==> src/rtl/writeback_arbiter_if.sv <==
// Handshake and register-file bundle between the ALU/LSU result producers,
// the write-back arbiter, the register-file write port and decode.
interface writeback_arbiter_if;
  // ALU result port
  logic        alu_valid;
  logic        alu_ready;
  logic [4:0]  alu_rd;
  logic [31:0] alu_result;
  // Load/store result port
  logic        lsu_valid;
  logic        lsu_ready;
  logic [4:0]  lsu_rd;
  logic [31:0] lsu_result;
  // Register-file write port
  logic        wr_en;
  logic [4:0]  rd;
  logic [31:0] result;
  // Decode operand pending lookup
  logic [4:0]  rs1;
  logic [4:0]  rs2;
  logic        rs1_busy;
  logic        rs2_busy;

  // Producer/decode side
  modport master (
    output alu_valid, alu_rd, alu_result,
    output lsu_valid, lsu_rd, lsu_result,
    output rs1, rs2,
    input  alu_ready, lsu_ready,
    input  wr_en, rd, result,
    input  rs1_busy, rs2_busy
  );

  // Arbiter side
  modport slave (
    input  alu_valid, alu_rd, alu_result,
    input  lsu_valid, lsu_rd, lsu_result,
    input  rs1, rs2,
    output alu_ready, lsu_ready,
    output wr_en, rd, result,
    output rs1_busy, rs2_busy
  );
endinterface

==> src/rtl/writeback_arbiter.sv <==
// Write-back arbiter: one holding slot per result source, age-then-round-robin
// arbitration into the single register-file write port, plus pending-write
// lookup for decode operands.
module writeback_arbiter (
  input  logic                clk,
  input  logic                rst,
  writeback_arbiter_if.slave  bus
);

  // Holding slots
  logic        alu_v_q, alu_v_d;
  logic [4:0]  alu_rd_q, alu_rd_d;
  logic [31:0] alu_data_q, alu_data_d;
  logic        alu_old_q, alu_old_d;
  logic        lsu_v_q, lsu_v_d;
  logic [4:0]  lsu_rd_q, lsu_rd_d;
  logic [31:0] lsu_data_q, lsu_data_d;
  logic        lsu_old_q, lsu_old_d;
  // Round-robin pointer: 1 prefers the LSU on a same-age tie
  logic        ptr_lsu_q, ptr_lsu_d;
  // Registered write port
  logic        wr_en_q, wr_en_d;
  logic [4:0]  rd_q, rd_d;
  logic [31:0] result_q, result_d;

  logic grant_alu, grant_lsu, tie;
  logic alu_ready, lsu_ready;
  logic alu_load, lsu_load;
  logic alu_keep, lsu_keep;

  // Arbitration: single valid slot wins; otherwise older wins; otherwise pointer
  always_comb begin
    grant_alu = 1'b0;
    grant_lsu = 1'b0;
    tie       = 1'b0;
    if (alu_v_q && lsu_v_q) begin
      if (alu_old_q && !lsu_old_q) begin
        grant_alu = 1'b1;
      end else if (lsu_old_q && !alu_old_q) begin
        grant_lsu = 1'b1;
      end else begin
        tie = 1'b1;
        if (ptr_lsu_q) grant_lsu = 1'b1;
        else           grant_alu = 1'b1;
      end
    end else begin
      grant_alu = alu_v_q;
      grant_lsu = lsu_v_q;
    end
  end

  // Ready depends only on slot occupancy and this cycle's grant, never on valid
  assign alu_ready = !rst && (!alu_v_q || grant_alu);
  assign lsu_ready = !rst && (!lsu_v_q || grant_lsu);
  // x0 writes complete the handshake but never occupy a slot
  assign alu_load  = bus.alu_valid && alu_ready && (bus.alu_rd != 5'd0);
  assign lsu_load  = bus.lsu_valid && lsu_ready && (bus.lsu_rd != 5'd0);
  // A slot that holds an entry across this edge
  assign alu_keep  = alu_v_q && !grant_alu;
  assign lsu_keep  = lsu_v_q && !grant_lsu;

  // Next-state for slots, age flags, pointer and the write-port register
  always_comb begin
    alu_v_d    = alu_load || alu_keep;
    alu_rd_d   = alu_load ? bus.alu_rd : alu_rd_q;
    alu_data_d = alu_load ? bus.alu_result : alu_data_q;
    // A waiting entry becomes older once the other slot loads behind it
    alu_old_d  = alu_keep ? (alu_old_q || lsu_load) : 1'b0;

    lsu_v_d    = lsu_load || lsu_keep;
    lsu_rd_d   = lsu_load ? bus.lsu_rd : lsu_rd_q;
    lsu_data_d = lsu_load ? bus.lsu_result : lsu_data_q;
    lsu_old_d  = lsu_keep ? (lsu_old_q || alu_load) : 1'b0;

    ptr_lsu_d  = tie ? !ptr_lsu_q : ptr_lsu_q;

    wr_en_d    = grant_alu || grant_lsu;
    rd_d       = rd_q;
    result_d   = result_q;
    if (grant_lsu) begin
      rd_d     = lsu_rd_q;
      result_d = lsu_data_q;
    end else if (grant_alu) begin
      rd_d     = alu_rd_q;
      result_d = alu_data_q;
    end
  end

  // State registers with synchronous reset
  always_ff @(posedge clk) begin
    if (rst) begin
      alu_v_q    <= 1'b0;
      alu_rd_q   <= 5'd0;
      alu_data_q <= 32'd0;
      alu_old_q  <= 1'b0;
      lsu_v_q    <= 1'b0;
      lsu_rd_q   <= 5'd0;
      lsu_data_q <= 32'd0;
      lsu_old_q  <= 1'b0;
      ptr_lsu_q  <= 1'b1;
      wr_en_q    <= 1'b0;
      rd_q       <= 5'd0;
      result_q   <= 32'd0;
    end else begin
      alu_v_q    <= alu_v_d;
      alu_rd_q   <= alu_rd_d;
      alu_data_q <= alu_data_d;
      alu_old_q  <= alu_old_d;
      lsu_v_q    <= lsu_v_d;
      lsu_rd_q   <= lsu_rd_d;
      lsu_data_q <= lsu_data_d;
      lsu_old_q  <= lsu_old_d;
      ptr_lsu_q  <= ptr_lsu_d;
      wr_en_q    <= wr_en_d;
      rd_q       <= rd_d;
      result_q   <= result_d;
    end
  end

  // Pending-write lookup; the output stage counts because the register file
  // commits only at the edge that ends the wr_en cycle
  function automatic logic pending(input logic [4:0] idx);
    return (idx != 5'd0) &&
           ((alu_v_q && alu_rd_q == idx) ||
            (lsu_v_q && lsu_rd_q == idx) ||
            (wr_en_q && rd_q == idx));
  endfunction

  assign bus.alu_ready = alu_ready;
  assign bus.lsu_ready = lsu_ready;
  assign bus.wr_en     = wr_en_q;
  assign bus.rd        = rd_q;
  assign bus.result    = result_q;
  // Held low during reset so decode sees the cleared state immediately
  assign bus.rs1_busy  = !rst && pending(bus.rs1);
  assign bus.rs2_busy  = !rst && pending(bus.rs2);

endmodule

==> src/flat_wrapper.sv <==
// flat-port wrapper written by rule: the top's interface ports become plain ports
module writeback_arbiter_flat 
  (clk, rst, bus_alu_valid, bus_alu_rd, bus_alu_result, bus_lsu_valid, bus_lsu_rd, bus_lsu_result, bus_rs1, bus_rs2, bus_alu_ready, bus_lsu_ready, bus_wr_en, bus_rd, bus_result, bus_rs1_busy, bus_rs2_busy);
  writeback_arbiter_if bus_i ();
  input  logic clk;
  input  logic rst;
  input wire logic [$bits(bus_i.alu_valid)-1:0] bus_alu_valid;
  input wire logic [$bits(bus_i.alu_rd)-1:0] bus_alu_rd;
  input wire logic [$bits(bus_i.alu_result)-1:0] bus_alu_result;
  input wire logic [$bits(bus_i.lsu_valid)-1:0] bus_lsu_valid;
  input wire logic [$bits(bus_i.lsu_rd)-1:0] bus_lsu_rd;
  input wire logic [$bits(bus_i.lsu_result)-1:0] bus_lsu_result;
  input wire logic [$bits(bus_i.rs1)-1:0] bus_rs1;
  input wire logic [$bits(bus_i.rs2)-1:0] bus_rs2;
  output wire logic [$bits(bus_i.alu_ready)-1:0] bus_alu_ready;
  output wire logic [$bits(bus_i.lsu_ready)-1:0] bus_lsu_ready;
  output wire logic [$bits(bus_i.wr_en)-1:0] bus_wr_en;
  output wire logic [$bits(bus_i.rd)-1:0] bus_rd;
  output wire logic [$bits(bus_i.result)-1:0] bus_result;
  output wire logic [$bits(bus_i.rs1_busy)-1:0] bus_rs1_busy;
  output wire logic [$bits(bus_i.rs2_busy)-1:0] bus_rs2_busy;
  assign bus_i.alu_valid = bus_alu_valid;
  assign bus_i.alu_rd = bus_alu_rd;
  assign bus_i.alu_result = bus_alu_result;
  assign bus_i.lsu_valid = bus_lsu_valid;
  assign bus_i.lsu_rd = bus_lsu_rd;
  assign bus_i.lsu_result = bus_lsu_result;
  assign bus_i.rs1 = bus_rs1;
  assign bus_i.rs2 = bus_rs2;
  assign bus_alu_ready = bus_i.alu_ready;
  assign bus_lsu_ready = bus_i.lsu_ready;
  assign bus_wr_en = bus_i.wr_en;
  assign bus_rd = bus_i.rd;
  assign bus_result = bus_i.result;
  assign bus_rs1_busy = bus_i.rs1_busy;
  assign bus_rs2_busy = bus_i.rs2_busy;
  writeback_arbiter u_core (.clk(clk), .rst(rst), .bus(bus_i));
endmodule
==> config.mk <==
export PLATFORM = sky130hd
export DESIGN_NAME = writeback_arbiter_flat
export DESIGN_NICKNAME = d
export VERILOG_FILES = /design/src/rtl/writeback_arbiter_if.sv /design/src/rtl/writeback_arbiter.sv /design/src/flat_wrapper.sv
export SDC_FILE = /design/constraint.sdc
export NUM_CORES = 1
export LEC_CHECK = 0
export CAP_MARGIN = 10
export CORE_ASPECT_RATIO = 1.75
export CORE_MARGIN = 2
export CORE_UTILIZATION = 49
export DETAILED_ROUTE_END_ITERATION = 16
export PLACE_DENSITY = 0.8
export SYNTH_ARGS = -nofsm -noshare
export SYNTH_HDL_FRONTEND = slang
export SYNTH_SLANG_ARGS = --single-unit
==> constraint.sdc <==
create_clock -name clk -period 2.1 [get_ports clk]
set_input_delay 0.42 -clock clk [delete_from_list [all_inputs] [get_ports clk]]
set_output_delay 0.42 -clock clk [all_outputs]
set_load 0.1 [all_outputs]
==> results of run 1 <==
-- layout make-up --
cell class,instances,area share [%]
Timing Repair Buffer,171,21.71
Clock buffer,24,6.993
Tap cell,127,2.171
Multi-Input combinational cell,413,34.78
Clock inverter,8,1.624
Inverter,4,0.2052
Sequential cell,117,32.52
-- final timing paths --
kind	startpoint	end	slack (ps)	cells after the start
setup / recovery	u_core.lsu_rd_q[0]$_SDFFE_PP0P_	bus_rs1_busy	-310	5
hold / removal	rst	u_core.lsu_data_q[0]$_SDFFE_PP0P_	440	2
setup reg to reg	u_core.alu_v_q$_SDFF_PP0_	u_core.alu_rd_q[1]$_SDFFE_PP0P_	180	7
hold reg to reg	u_core.bus.result[29]$_SDFFE_PP0P_	u_core.bus.result[29]$_SDFFE_PP0P_	450	2
-- flip-flops by register name (all words and copies together), names as in the netlist --
| name | flops |
|---|---|
| u_core.alu_data_q | 32 |
| u_core.alu_old_q | 1 |
| u_core.alu_rd_q | 5 |
| u_core.alu_v_q | 1 |
| u_core.bus.rd | 5 |
| u_core.bus.result | 32 |
| u_core.bus.wr_en | 1 |
| u_core.lsu_data_q | 32 |
| u_core.lsu_old_q | 1 |
| u_core.lsu_rd_q | 5 |
| u_core.lsu_v_q | 1 |
| u_core.ptr_lsu_q | 1 |
-- worst register-to-register path: cells and delay by family, from the launching register on --
family,cells,cell delay [ps]
flops,1,400
compound gates,3,590
buf+inv,3,640
simple gates,1,210
-- repair_timing --
item / 4_1_cts / 5_1_grt
pin swaps: 13 / 4
setup endpoints to repair: 4 / 4
gates resized for setup: 29 / 9
setup buffers: 5 / 2
-- where the power goes --
part | total [mW] | leakage, nW | internal [mW] | switching, mW
logic | 0.940 | 1.50 | 0.379 | 0.561
clock network | 3.02 | 0.316 | 2.05 | 0.969
registers | 2.39 | 0.962 | 2.32 | 0.0722
total | 6.34 | 2.78 | 4.74 | 1.60
-- synthesized netlist by cell type, types with 4 or more instances --
| master | instances |
|---|---|
| buf_6 | 7 |
| xor2_1 | 25 |
| nand2_1 | 46 |
| buf_4 | 6 |
| nor4_1 | 6 |
| o21ai_0 | 81 |
| mux2i_1 | 37 |
| xnor2_1 | 6 |
| a21oi_1 | 75 |
| o21ai_1 | 30 |
| clkbuf_1 | 24 |
| nor2_1 | 4 |
| nand3_1 | 75 |
| dfxtp_1 | 117 |
| buf_2 | 10 |
-- layer usage --
| layer | vias up | global-route usage, % | routed length, um |
|---|---|---|---|
| li1 | 2357 | - | - |
| met1 | 2467 | 31.14 | 5680 |
| met2 | 246 | 51.71 | 8700 |
| met3 | 67 | 5.548 | 953 |
| met4 | 0 | 17.75 | 782 |
| met5 | - | 0 | 0 |
-- stage by stage --
| stage | setup WS (ps) | cell area [sq um] |
|---|---|---|
| 3_5_place_dp | -540.4 | 6560 |
| 2_1_floorplan | -371.3 | 5095 |
| 6_report | -305.5 | 7318 |
| 3_3_place_gp | -445.2 | 6560 |
| 5_1_grt | -366.5 | 7318 |
| 4_1_cts | -305.3 | 7269 |
-- logic make-up after synthesis --
family / share of synthesized area (%)
AO/OA/AOI/OAI: 21.22
AND/OR/NAND/NOR: 13.34
flip-flops: 46.51
buffers and inverters: 5.690
multiplexers: 7.354
XOR/XNOR: 5.391
adder cells (fa/ha/maj): 0.4968
==> impl_metrics.csv, run 1 <==
group,metric,value,unit
status,status,"finished, violations left",
status,violations,"negative setup slack",
die,dieArea,0.01114,sq mm
synthesis,synth_top_area_share,46.51,%
die,initial_utilization,49.78,%
cts,cts.sinks,117,
sta,tightest_slew,714.2,ps
sta,hold_ws,435.0,ps
finish,insertedDiodeCount,0,
worst_setup_path,path_delay_family,"simple AND/OR/NAND/NOR gates",
cts,htree_levels,4,
job,drv_cap,0,
detailed_routing,wl_per_cell,18.66,um
worst_setup_path,critPathKind,"reg2out",
synthesis,netlist_area,0.005036,sq mm
synthesis,ys_types,37,
sta,min_period,2405,ps
detailed_routing,drtAntennaViolNets,0,
cts,clk_latency,410,ps
grt,grt_pass1_vias,5211,
cts,cts_tree,"yes",
die,fp.dieW,80.64,um
grt,grt_max_degree,39,
sta,fin_crit_sh,114.5,%
detailed_routing,drt_wl_total,16.12,mm
sta,hold_viol_final,0,
synthesis,synth_edf_count,0,
synthesis,synth_seq_area_share,46.51,%
cts,root_buffer,"clkbuf_16",
worst_setup_path,cp-end-kind,"output pin",
grt,grt_usage,29.30,%
worst_setup_path,worstPathArrival,1990,ps
finish,seq_area,0.002380,sq mm
cts,cts_hold_buf,0,
sta,setup_ws,-305.5,ps
worst_setup_path,cp_num_buf_inv,1,
detailed_routing,viasPerCell,5.946,
synthesis,ys_ff_latch,117,
power,power.density,866.9,mW/mm^2
synthesis,syn_inst,583,
synthesis,yosys.area.top_type,"dfxtp_1",
finish,n_fill_cell,760,
sta,setup_violations,2,
sta,finClkSkew,7.613,ps
cts,numCtsBuffers,17,
worst_setup_path,required,1680,ps
finish,layout_common_cells,"dfxtp_1 (101), o21ai_0 (81), clkdlybuf4s50_1 (77)",
placed_design,portBuffers,129,
cts,ctsLongestPathBuffers,2,
sta,setup_tns,-597.4,ps
grt,grt_overflow_total,0,
die,rows,49,
die,die_h,138.1,um
sta,rsz0062_at_grt,"true",
power,vdd_drop_max,0.0006759,V
finish,final_cell_count_no_fill,864,
placed_design,dp_cells,825,
worst_setup_path,path_cells,"xor2_1 -> nor4_1 -> nand3_1 -> a311oi_4 -> buf_12",
worst_setup_path,cp-start-kind,"register",
synthesis,synthFlopType,"dfxtp_1",
power,p_leak,2.781,nW
sta,clock.fmax,415.7,MHz
detailed_routing,remaining_drc_errors,0,
synthesis,synth_fp_nets,673,
synthesis,ys_warn_count,0,
finish,fin_nets,814,
synthesis,avgSynthCellArea,8.638,sq um
detailed_routing,vias,5137,
detailed_routing,drt_iter0_markers,436,
sta,max-slew-margin-rel,52.36,%
synthesis,synth-async-reset-ratio,0,%
worst_setup_path,cp_max_fo,2,
finish,syn_to_final_growth,45.32,%
detailed_routing,first_pass_iters,5,
worst_setup_path,slowest_delay,380,ps
min_path,hold_path_class,"in2reg",
finish,finish.utilization,72.34,%
synthesis,synth.area.top_cells,"dfxtp_1 (47%), o21ai_0 (8.0%), a21oi_1 (7.5%)",
grt,grt_pass1_wl,25.07,mm
grt,antenna_found_initial,0,
placed_design,hpwlAfterDp,10.77,mm
finish,drive_gt1_share,21.57,%
die,core,0.01012,sq mm
placed_design,routabilityCongestion,0.8539,
finish,multiInputGateArea,0.002545,sq mm
power,total_power,6.344,mW
cts,clk_pin_slew,50,ps
die,pin_count,130,
worst_setup_path,slowest_stage,"a311oi_4",
sta,slew_viol_final,0,
finish,mostFrequentLayoutCell,"dfxtp_1",
Power figures use the tool's default switching activity.
==> run 2: changes to the inputs <==
CAP_MARGIN = default   (was 10)
==> results of run 2 <==
The final DEF is identical to that of run 1; final timing and power are the same.
==> run 3: changes to the inputs <==
REMOVE_ABC_BUFFERS = 1   (was default)
==> run 3 against run 2 <==
Against the previous run: register-to-register slack barely moved; worst setup slack got worse by 63 ps; cell area fell by 0.19%; maximum frequency fell by 2.5%; largest cell class unchanged; total power rose by 1.2%; count of clock-buffer cells in the layout fell by 1; critical path type unchanged; highest routed layer unchanged; global-route usage rose by 0.32 points; flip-flop and latch count did not move; the flow still finishes with violations (negative setup slack).
==> impl_metrics.csv, run 3 (synthesis results as in run 1) <==
group,metric,value,unit
status,status,"finished, violations left",
status,violations,"negative setup slack",
finish,layout_common_cells,"dfxtp_1 (103), o21ai_0 (81), clkdlybuf4s50_1 (76)",
sta,hold_viol_final,0,
die,initial_utilization,49.78,%
grt,grt_pass1_vias,5341,
power,p_leak,2.778,nW
power,power.density,879.1,mW/mm^2
die,dieArea,0.01114,sq mm
finish,syn_to_final_growth,45.04,%
worst_setup_path,rrSetupSlack,170,ps
sta,min_period,2468,ps
grt,antenna_found_initial,0,
min_path,holdCritStartpoint,"rst",
worst_setup_path,reg2reg_from,"u_core.lsu_old_q$_SDFF_PP0_",
sta,finClkSkew,7.059,ps
cts,clk_latency,420,ps
finish,drive_gt1_share,20.84,%
power,total_power,6.422,mW
die,fp.dieW,80.64,um
sta,max-slew-margin-rel,72.14,%
detailed_routing,drt_wl_total,16.40,mm
worst_setup_path,reg2reg_depth,8,
sta,slew_viol_final,0,
detailed_routing,drtAntennaViolNets,0,
grt,grt_overflow_total,0,
die,die_h,138.1,um
min_path,hold_path_class,"in2reg",
power,vdd_drop_max,0.0007758,V
placed_design,hpwlAfterDp,10.82,mm
cts,numCtsBuffers,17,
grt,grt_pass1_wl,25.32,mm
sta,clock.fmax,405.1,MHz
die,rows,49,
grt,grt_usage,29.62,%
sta,fin_crit_sh,117.5,%
worst_setup_path,r2r_end,"u_core.bus.result[20]$_SDFFE_PP0P_",
cts,root_buffer,"clkbuf_16",
sta,tightest_slew,417.9,ps
cts,cts.sinks,117,
worst_setup_path,critPathKind,"reg2out",
detailed_routing,first_pass_iters,6,
worst_setup_path,cp-endpoint,"bus_rs1_busy",
finish,insertedDiodeCount,0,
cts,ctsLongestPathBuffers,2,
detailed_routing,wl_per_cell,19.04,um
worst_setup_path,crit_path_start,"u_core.bus.rd[2]$_SDFFE_PP0P_",
detailed_routing,viasPerCell,5.916,
sta,setup_violations,2,
worst_setup_path,cp_max_fo,4,
detailed_routing,vias,5094,
grt,grt_max_degree,39,
cts,clk_pin_slew,50,ps
sta,setup_ws,-368.4,ps
finish,mostFrequentLayoutCell,"dfxtp_1",
cts,cts_tree,"yes",
die,core,0.01012,sq mm
worst_setup_path,cp-start-kind,"register",
finish,n_fill_cell,764,
sta,rsz0062_at_grt,"true",
placed_design,place_ws,-602.5,ps
detailed_routing,remaining_drc_errors,0,
worst_setup_path,worstPathArrival,2050,ps
cts,htree_levels,4,
job,drv_cap,0,
placed_design,portBuffers,129,
placed_design,routabilityCongestion,0.8476,
worst_setup_path,required,1680,ps
finish,fin_nets,811,
worst_setup_path,cp-end-kind,"output pin",
detailed_routing,drt_iter0_markers,347,
die,pin_count,130,
-- run 3: worst min path at each step --
stage	end	slack, ps	depth (start not counted)
final	u_core.alu_rd_q[3]$_SDFFE_PP0P_	410	2
after global routing	u_core.alu_rd_q[4]$_SDFFE_PP0P_	420	2
after detailed placement	u_core.bus.result[5]$_SDFFE_PP0P_	440	2
after global placement	u_core.bus.result[5]$_SDFFE_PP0P_	440	2
after CTS	u_core.alu_rd_q[2]$_SDFFE_PP0P_	380	2
after floorplan	u_core.alu_data_q[4]$_SDFFE_PP0P_	440	2
-- run 3: per-layer routing --
layer | share of wire [%] | up-vias | track usage (%)
met5 | 0 | - | 0
met4 | 4.7 | 0 | 22.30
met3 | 5.4 | 63 | 7.050
met2 | 55 | 241 | 52.54
met1 | 35 | 2444 | 28.25
li1 | - | 2346 | -
-- run 3: area by class of cell --
cell class                      instances  area (sq um)  area share (%)
Clock inverter                          9         147.6           2.021
Inverter                                4         15.01          0.2055
Tap cell                              127         158.9           2.175
Clock buffer                           23         488.0           6.680
Timing Repair Buffer                  168          1610           22.05
Sequential cell                       117          2365           32.37
Multi-Input combinational cell        413          2520           34.50
-- run 3: power breakdown --
group	switching, mW	internal [mW]	leakage (nW)
Sequential	0.0735	2.32	0.960
Combinational	0.560	0.382	1.51
Clock	0.987	2.10	0.313
-- run 3: repair_timing --
action | 4_1_cts | 5_1_grt
setup buffers | 2 | 1
pin swaps | 13 | 11
gates resized for setup | 32 | 14
setup endpoints to repair | 4 | 4
hold buffers | 0 | 0
-- run 3: worst max-delay path: stages, from the launching register on --
cell	delay (ps)
dfxtp_2	360
xor2_1	170
nor4_1	290
nand3_1	140
a311oi_2	330
buf_4	170
buf_12	160
-- run 3: per-stage QoR --
stage	std cells	TNS (ps)	hold slack [ps]	instance area [sq um]	util [%]
finish	861	-702.0	411.1	7305	72.21
global route	861	-770.2	418.7	7305	72.21
CTS	860	-645.7	384.8	7252	71.69
detailed placement	826	-4055	443.7	6549	64.74
global placement	826	-3032	437.2	6549	64.74
floorplan	534	-176490	436.7	4765	-
